## config.mk

```make
export PLATFORM = sky130hd
export DESIGN_NAME = astable_555_vco_bank
export DESIGN_NICKNAME = d
export VERILOG_FILES = /design/src/rtl/astable_555_vco_bank.sv
export SDC_FILE = /design/constraint.sdc
export NUM_CORES = 2
export LEC_CHECK = 0
export BUFFER_PORTS_ARGS = -buffer_cell sky130_fd_sc_hd__buf_4
export CORE_ASPECT_RATIO = 0.6
export CORE_MARGIN = 5
export CORE_UTILIZATION = 55
export DETAILED_ROUTE_END_ITERATION = 8
export MAX_ROUTING_LAYER = met4
export PLACE_DENSITY = 0.73
export SYNTH_ARGS = -nofsm -noshare
export SYNTH_HDL_FRONTEND = slang
export SYNTH_SLANG_ARGS = --single-unit
```

## constraint.sdc

```tcl
create_clock -name clk -period 21.1 [get_ports clk]
set_clock_uncertainty 0.2 [all_clocks]
set_input_delay 2.11 -clock clk [delete_from_list [all_inputs] [get_ports clk]]
set_output_delay 2.11 -clock clk [all_outputs]
set_load 0.02 [all_outputs]
```

## src/rtl/astable_555_vco_bank.sv

```systemverilog
// Bank of independent 555-style astable oscillators sharing one ROM-based period evaluator.
// Each channel's high time tracks its control voltage; the low time is fixed by R2 and C.
module astable_555_vco_bank #(
    parameter int CHANNELS   = 4,
    parameter int CLOCK_RATE = 50000000,
    parameter int R1         = 47000,
    parameter int R2         = 27000,
    parameter int C_PF       = 33000
) (
    input  logic                     clk,
    input  logic                     reset,
    input  logic                     audio_clk_en,
    input  logic [24*CHANNELS-1:0]   v_control,
    input  logic [CHANNELS-1:0]      reset_555_n,
    output logic [16*CHANNELS-1:0]   out,
    output logic [CHANNELS-1:0]      out_rise
);

    localparam int  CW  = (CHANNELS > 1) ? $clog2(CHANNELS) : 1;
    localparam real C_F = real'(C_PF) * 1.0e-12;
    localparam real K   = real'(CLOCK_RATE) * C_F * real'(R1 + R2);

    function automatic logic [31:0] sat_round(input real r);
        if (r >= 4294967295.0) return 32'hFFFF_FFFF;
        if (r <= 0.0) return 32'd0;
        return 32'(longint'(r));
    endfunction

    // first = 1: charge from 0 to x*VCC; first = 0: charge from x/2*VCC to x*VCC
    function automatic logic [64*32-1:0] build_rom(input bit first);
        logic [64*32-1:0] rom;
        real              x;
        real              r;
        rom = '0;
        for (int i = 0; i < 64; i++) begin
            x = real'(i) / 64.0;
            if (first) r = K * $ln(1.0 / (1.0 - x));
            else       r = K * $ln((1.0 - x / 2.0) / (1.0 - x));
            rom[32*i +: 32] = sat_round(r);
        end
        return rom;
    endfunction

    localparam logic [31:0]        LOW_RAW   =
        sat_round(real'(CLOCK_RATE) * C_F * real'(R2) * $ln(2.0));
    localparam logic [31:0]        LOW_LEN   = (LOW_RAW == 32'd0) ? 32'd1 : LOW_RAW;
    localparam logic [64*32-1:0]   HIGH_ROM  = build_rom(1'b0);
    localparam logic [64*32-1:0]   FIRST_ROM = build_rom(1'b1);

    function automatic logic [31:0] interp(input logic [31:0] a, input logic [31:0] b,
                                           input logic [9:0] frac);
        logic [41:0] prod;
        logic [31:0] y;
        prod = 42'(b - a) * 42'(frac);
        y    = a + prod[41:10];
        return (y == 32'd0) ? 32'd1 : y;
    endfunction

    // ---------------- shared evaluator ----------------
    logic [CW-1:0] ptr;
    logic [23:0]   vc_raw;
    logic [15:0]   vc;
    logic [5:0]    s0_idx;
    logic [9:0]    s0_frac;

    logic          s1_valid;
    logic [CW-1:0] s1_ch;
    logic [9:0]    s1_frac;
    logic [31:0]   s1_ha, s1_hb, s1_fa, s1_fb;

    logic [31:0]   shadow_high  [CHANNELS];
    logic [31:0]   shadow_first [CHANNELS];
    logic          seen_last;
    logic          shadow_valid;

    always_comb begin
        vc_raw = v_control[24*ptr +: 24];
        if (vc_raw < 24'd4096)       vc = 16'd4096;
        else if (vc_raw > 24'd61439) vc = 16'd61439;
        else                         vc = vc_raw[15:0];
        s0_idx  = vc[15:10];
        s0_frac = vc[9:0];
    end

    always_ff @(posedge clk or posedge reset) begin
        if (reset) begin
            ptr          <= '0;
            s1_valid     <= 1'b0;
            s1_ch        <= '0;
            s1_frac      <= '0;
            s1_ha        <= '0;
            s1_hb        <= '0;
            s1_fa        <= '0;
            s1_fb        <= '0;
            seen_last    <= 1'b0;
            shadow_valid <= 1'b0;
            for (int n = 0; n < CHANNELS; n++) begin
                shadow_high[n]  <= '0;
                shadow_first[n] <= '0;
            end
        end else begin
            ptr      <= (ptr == CW'(CHANNELS - 1)) ? '0 : ptr + 1'b1;
            s1_valid <= 1'b1;
            s1_ch    <= ptr;
            s1_frac  <= s0_frac;
            s1_ha    <= HIGH_ROM[32*s0_idx +: 32];
            s1_hb    <= HIGH_ROM[32*(s0_idx + 6'd1) +: 32];
            s1_fa    <= FIRST_ROM[32*s0_idx +: 32];
            s1_fb    <= FIRST_ROM[32*(s0_idx + 6'd1) +: 32];
            if (s1_valid) begin
                shadow_high[s1_ch]  <= interp(s1_ha, s1_hb, s1_frac);
                shadow_first[s1_ch] <= interp(s1_fa, s1_fb, s1_frac);
                if (s1_ch == CW'(CHANNELS - 1)) seen_last <= 1'b1;
            end
            // one extra clk so the last shadow write has settled before any channel starts
            shadow_valid <= seen_last;
        end
    end

    // ---------------- per-channel oscillators ----------------
    typedef enum logic [1:0] {StIdle, StFirstHigh, StHigh, StLow} state_e;

    state_e      state_q [CHANNELS];
    state_e      state_d [CHANNELS];
    logic [31:0] cnt_q   [CHANNELS];
    logic [31:0] cnt_d   [CHANNELS];
    logic [31:0] len_q   [CHANNELS];
    logic [31:0] len_d   [CHANNELS];
    logic        rise_d  [CHANNELS];
    logic [15:0] out_d   [CHANNELS];

    always_ff @(posedge clk or posedge reset) begin
        if (reset) begin
            out      <= '0;
            out_rise <= '0;
            for (int n = 0; n < CHANNELS; n++) begin
                state_q[n] <= StIdle;
                cnt_q[n]   <= '0;
                len_q[n]   <= '0;
            end
        end else begin
            for (int n = 0; n < CHANNELS; n++) begin
                state_q[n]       <= state_d[n];
                cnt_q[n]         <= cnt_d[n];
                len_q[n]         <= len_d[n];
                out_rise[n]      <= rise_d[n];
                out[16*n +: 16]  <= out_d[n];
            end
        end
    end

    always_comb begin
        for (int n = 0; n < CHANNELS; n++) begin
            state_d[n] = state_q[n];
            cnt_d[n]   = cnt_q[n] + 32'd1;
            len_d[n]   = len_q[n];
            rise_d[n]  = 1'b0;
            if (!reset_555_n[n]) begin
                state_d[n] = StIdle;
                cnt_d[n]   = '0;
            end else begin
                unique case (state_q[n])
                    StIdle: begin
                        cnt_d[n] = '0;
                        if (shadow_valid) begin
                            state_d[n] = StFirstHigh;
                            len_d[n]   = shadow_first[n];
                            rise_d[n]  = 1'b1;
                        end
                    end
                    StFirstHigh, StHigh: begin
                        if (cnt_q[n] == len_q[n] - 32'd1) begin
                            state_d[n] = StLow;
                            cnt_d[n]   = '0;
                        end
                    end
                    StLow: begin
                        if (cnt_q[n] == LOW_LEN - 32'd1) begin
                            state_d[n] = StHigh;
                            len_d[n]   = shadow_high[n];
                            cnt_d[n]   = '0;
                            rise_d[n]  = 1'b1;
                        end
                    end
                    default: begin
                        state_d[n] = StIdle;
                        cnt_d[n]   = '0;
                    end
                endcase
            end
        end
    end

    always_comb begin
        for (int n = 0; n < CHANNELS; n++) begin
            out_d[n] = out[16*n +: 16];
            if (audio_clk_en) begin
                out_d[n] = (state_q[n] == StFirstHigh || state_q[n] == StHigh) ?
                           16'h8000 : 16'h0000;
            end
        end
    end

endmodule

```

== After elaboration in Yosys (flattened, before gate mapping) ==
Cells that the tools add are included.
Operators by class
  $lt $le $gt $ge: 4
  multipliers: 3
  bitwise gates (word level): 1
  shift operators: 5
  add/subtract/negate cells: 14
  multiplexer cells: 71
  reductions and logical operators: 28
  equality and inequality tests: 42
  divide/modulo/power cells: 0
Operators by type and width (count)
  variable part select 2048 x 12 -> 32 bit, first input constant: 2
  variable part select 2048 x 13 -> 32 bit, first input constant: 1
  variable part select 2048 x 33 -> 32 bit, first input constant: 1
  two-way mux 32 bit: 23
  case mux 32 bit (3 select lines): 4
  bitwise mux 128 bit: 2
  case mux 32 bit (2 select lines): 4
  adder 32 x 1 -> 32 bit, second input constant: 4
  == test 32 x 15 -> 1 bit, second input constant: 4
  == test 32 bit: 4
  subtractor 32 x 1 -> 32 bit, second input constant: 4
  two-way mux 16 bit: 6
  variable part select 96 x 8 -> 24 bit: 1
  multiplier 33 x 11 -> 42 bit: 2
  subtractor 32 x 32 -> 33 bit: 2
  adder 32 bit: 2
  demux 32 bit (select 2 bit): 1
  logical NOT 32 bit: 2
  != test 3 bit, second input constant: 12
  two-way mux 2 bit: 14
  greater-than comparator 24 x 16 -> 1 bit, second input constant: 1
  < comparator 24 x 13 -> 1 bit, second input constant: 1
  case mux 2 bit (3 select lines): 4
  == test 2 bit, second input constant: 10
  18 further kinds: 57
Word-level totals
  bits in writable memories: 0
  memories: 0
  word-level logic and storage cells: 200
  bits in latches: 0
  bits in registers: 733
  ROM bits: 0

== Depth between registers and ports, before layout ==
  word-level depth: 7
  mapped depth: 47

== Worst setup path before layout ==
OpenSTA, ideal clock, no wires.
  kind: register to register
  start point: register s1_ha[1]
  end point: register shadow_high[0] (netlist name)
  library setup time: 78 ps
  period minus slack after synthesis: 10604 ps
  arrival: 10327 ps
  data required time: 20822 ps
  path buffers: 2
  cell stages (with the launch flop): 43
  path slack: 10496 ps
  path through: dfrtp_1 -> inv_1 -> ha_1 -> nor2b_1 -> o21ai_1 -> a21boi_0 -> o21ai_0 -> a21boi_1 -> o21ai_0 -> a21boi_1 -> o21a_1 -> o21a_1 -> o21ba_2 -> or2_1 -> clkbuf_1 -> a2111oi_0 -> or2_2 -> fa_1 -> (+7 left out) -> clkbuf_1 -> and3_1 -> and2_1 -> a221oi_1 -> a31oi_2 -> xor2_1 -> ha_1 -> nor2b_1 -> o21ai_0 -> nand2b_1 -> a221oi_1 -> or2_2 -> nor4_2 -> mux2_2 -> nor3_1 -> and2_1 -> a41oi_2 -> a21oi_1
Between the ends
  longest elaborated chain between the ends: 6
RTL lines
  start: declaration: line 69  | logic [31:0] s1_ha, s1_hb, s1_fa, s1_fb;
  start signal: assignment: line 106  | s1_ha <= HIGH_ROM[32*s0_idx +: 32];
  subtractor 32 x 32 -> 33 bit: line 54  | prod = 42'(b - a) * 42'(frac);
  multiplier 33 x 11 -> 42 bit: line 54
  adder 32 bit (*): line 55  | y = a + prod[41:10];
  logical NOT 32 bit: line 56  | return (y == 32'd0) ? 32'd1 : y;
  two-way mux 32 bit (*): line 56
  bitwise mux 128 bit (*): line 111  | shadow_high[s1_ch] <= interp(s1_ha, s1_hb, s1_frac);
  end signal: indexed assignment: line 111
  end: declaration: line 71  | logic [31:0] shadow_high [CHANNELS];
Mark *: on every way between the ends. The rest lies on a longest branch, timed or not.
A chain may end at the register's enable or synchronous reset.

== Worst setup path in the final report ==
  start point: register s1_ha[1]
  end point: register shadow_high[64] (netlist name)
Same word-level chain as after synthesis.

==> impl_metrics.yaml <==
hold_path:
  min_path_type: "reg2reg"
final_layout:
  synthToLayoutAreaGrowth_pct: 7.43
  layout.cells.most_common: "nand2_1"
  multi_input_area_mm2: 0.0411
  mostFrequentLayoutCells: "992 x nand2_1, 772 x inv_1, 624 x o21ai_0"
  nNetsFinal: 8093
  final_util_pct: 59.8
  final_area_mm2: 0.0657
  fin_cells: 8715
  regArea_mm2: 0.0155
  fill_cells: 9740
  drive_above_1_share_pct: 6.86
timing:
  fmax_mhz: 81.2
  max_slew_margin_pct: 5.09
  period_share_pct: 58.4
  tns_ns: 0
  post-route-min-period_ns: 12.31
  rsz0062_at_grt: "no"
  slew_violations: 0
  hold_viol: 0
  tightest_slew_ns: 1.42
  finalSetupViolCount: 0
clocking:
  htreeDepth: 2
  postCtsSetupBuffers: 0
  cts.clk_slew.worst_paths_ns: 0.07
  cts_tree: "yes"
  clock_latency_ns: 0.68
  numCtsBuffers: 59
  postCtsResizedCells: 0
  cts.sinks: 621
  cts_buffer_depth: 3
  root_buffer: "clkbuf_16"
  hold_buffers: 0
route:
  vias: 54000
  viasPerCell: 6.19
  dr_wl_met2_mm: 81.5
  wl_met3_mm: 33.5
  post_drt_wl_per_cell_um: 25.3
  first_pass_iters: 8
  wl_met1_mm: 100
  drc: 0
  routed.top_layer: "met4"
  wirelength_mm: 220
  drtAntennaViolNets: 0
  drtIter0Drc: 7245
grt:
  grt_pass1_vias: 52100
  grt_usage_pct: 38.4
  grt.overflow.total: 0
  antenna_found_initial: 28
  grt_start_max_net_pins: 177
  grt_pass1_wl_mm: 333
yosys:
  async_flop_share_pct: 100
  yosysWarnings: 0
  avgSynthCellArea_um2: 8.48
  synth.area.top_cells: "dfrtp_1 25%, fa_1 18%, nand2_1 6.1%"
  syn-cell-area_mm2: 0.0612
  ys_ff_latch: 621
  seq_area_frac_synth_pct: 25.4
  ys_types: 111
  synth_cells: 7217
  synth_edf_count: 0
  synth_ff_type: "dfrtp_1"
  synth_top_area_cell: "dfrtp_1"
  synth_top_area_share_pct: 25.4
setup_path:
  crit_path_start_kind: "register"
  cp_common_cell: "fa_1"
  cp-end-kind: "register"
  critPathMaxStageDelay_ns: 0.66
  cpMaxStageDelayCell: "xor2_1"
  arrival_ns: 12.71
  critPathKind: "reg2reg"
  path_max_fanout: 10
  required_ns: 21.50
placed_design:
  place_hpwl_mm: 167
  portBuffers: 110
  gp_congestion: 1.08
  dp_cells: 8577
  postPlaceCellArea_mm2: 0.0634
floorplanning:
  start_util_pct: 55.6
  coreArea_mm2: 0.110
  die-width_um: 441
  fp.dieArea_mm2: 0.118
  placementRows: 94
  io-pin-count: 171
  die_y_um: 268
flow_run:
  maxCapViolations: 0
outcome:
  status: "completed"
kinds of logic after synthesis:
logic type	count (synthesis)	share of synthesized area, %
compound gates	1445	14.4
xor+xnor	435	6.26
fa+ha+maj	839	23.9
buf+inv	1227	8.00
flops	621	25.4
mux	164	3.05
other cells	2	0.0123
simple gates	2484	18.9
layout make-up:
| cell class | count | share of cell area [%] |
|---|---|---|
| timing repair buffer | 258 | 2.98 |
| multi-input combinational | 5430 | 62.6 |
| clock buffer | 76 | 2.59 |
| clock inverter | 33 | 0.733 |
| antenna | 28 | 0.107 |
| inverter | 781 | 4.47 |
| sequential | 621 | 23.7 |
| tap | 1488 | 2.83 |
worst max-delay path, delay by kind of cell (launching register included):
kind	cells	cell delay, ns
AOI/OAI and AO/OA	20	4.12
adders and majority gates	8	3.55
and+or+nand+nor	8	2.21
xor gates and xnor gates	2	0.78
DFF	1	0.49
buffers and inverters	5	0.46
muxes	1	0.41
through the flow:
step           hold slack, ns  worst slack [ns]
6_report                0.183              8.79
4_1_cts                 0.183              8.83
3_5_place_dp            0.155              8.91
3_3_place_gp            0.158              9.20
2_1_floorplan           0.146              1.40
5_1_grt                 0.202              7.93
worst paths after layout:
check	from	endpoint	slack (ns)	cells after the start
worst max-delay path	s1_ha[1]	shadow_high[64]	8.79	44
worst min-delay path	seen_last	shadow_valid	0.18	0
worst max register to register	s1_ha[1]	shadow_high[64]	8.79	44
worst min register to register	seen_last	shadow_valid	0.18	0
max in group asynchronous	reset	shadow_first[91]	15.96	5
min in group asynchronous	reset	s1_fb[10]	1.33	2
sequential cells by signal (all words and copies together), names as in the netlist, 2 cells and up:
name / flops
out: 4
out_rise: 4
len_q: 128
ptr: 2
shadow_first: 128
s1_frac: 10
state_q: 8
cnt_q: 128
s1_fa: 19
shadow_high: 128
s1_ch: 2
s1_fb: 19
s1_hb: 19
s1_ha: 19
cells in the mapped netlist, drive strengths merged (32+ instances only):
| cell | number |
|---|---|
| a211oi | 70 |
| a21o | 54 |
| a21oi | 260 |
| a31oi | 65 |
| and2 | 198 |
| and3 | 45 |
| buf | 115 |
| clkbuf | 331 |
| dfrtp | 621 |
| fa | 548 |
| ha | 291 |
| inv | 775 |
| mux2i | 139 |
| nand2 | 993 |
| nand2b | 63 |
| nand3 | 132 |
| nand4 | 65 |
| nor2 | 552 |
| nor3 | 178 |
| nor4 | 71 |
| o211ai | 43 |
| o21a | 32 |
| o21ai | 633 |
| o22ai | 32 |
| or3 | 38 |
| xnor2 | 249 |
| xor2 | 185 |
routing by layer:
layer	GRT usage (%)	vias up
met5	-	-
met2	47.2	3104
met1	58.7	26700
met3	15.4	319
li1	-	23800
met4	7.13	0
Power is left out: the tool's default activity adds up to more than one toggle a clock period on the data nets, which glitch-free logic cannot reach.
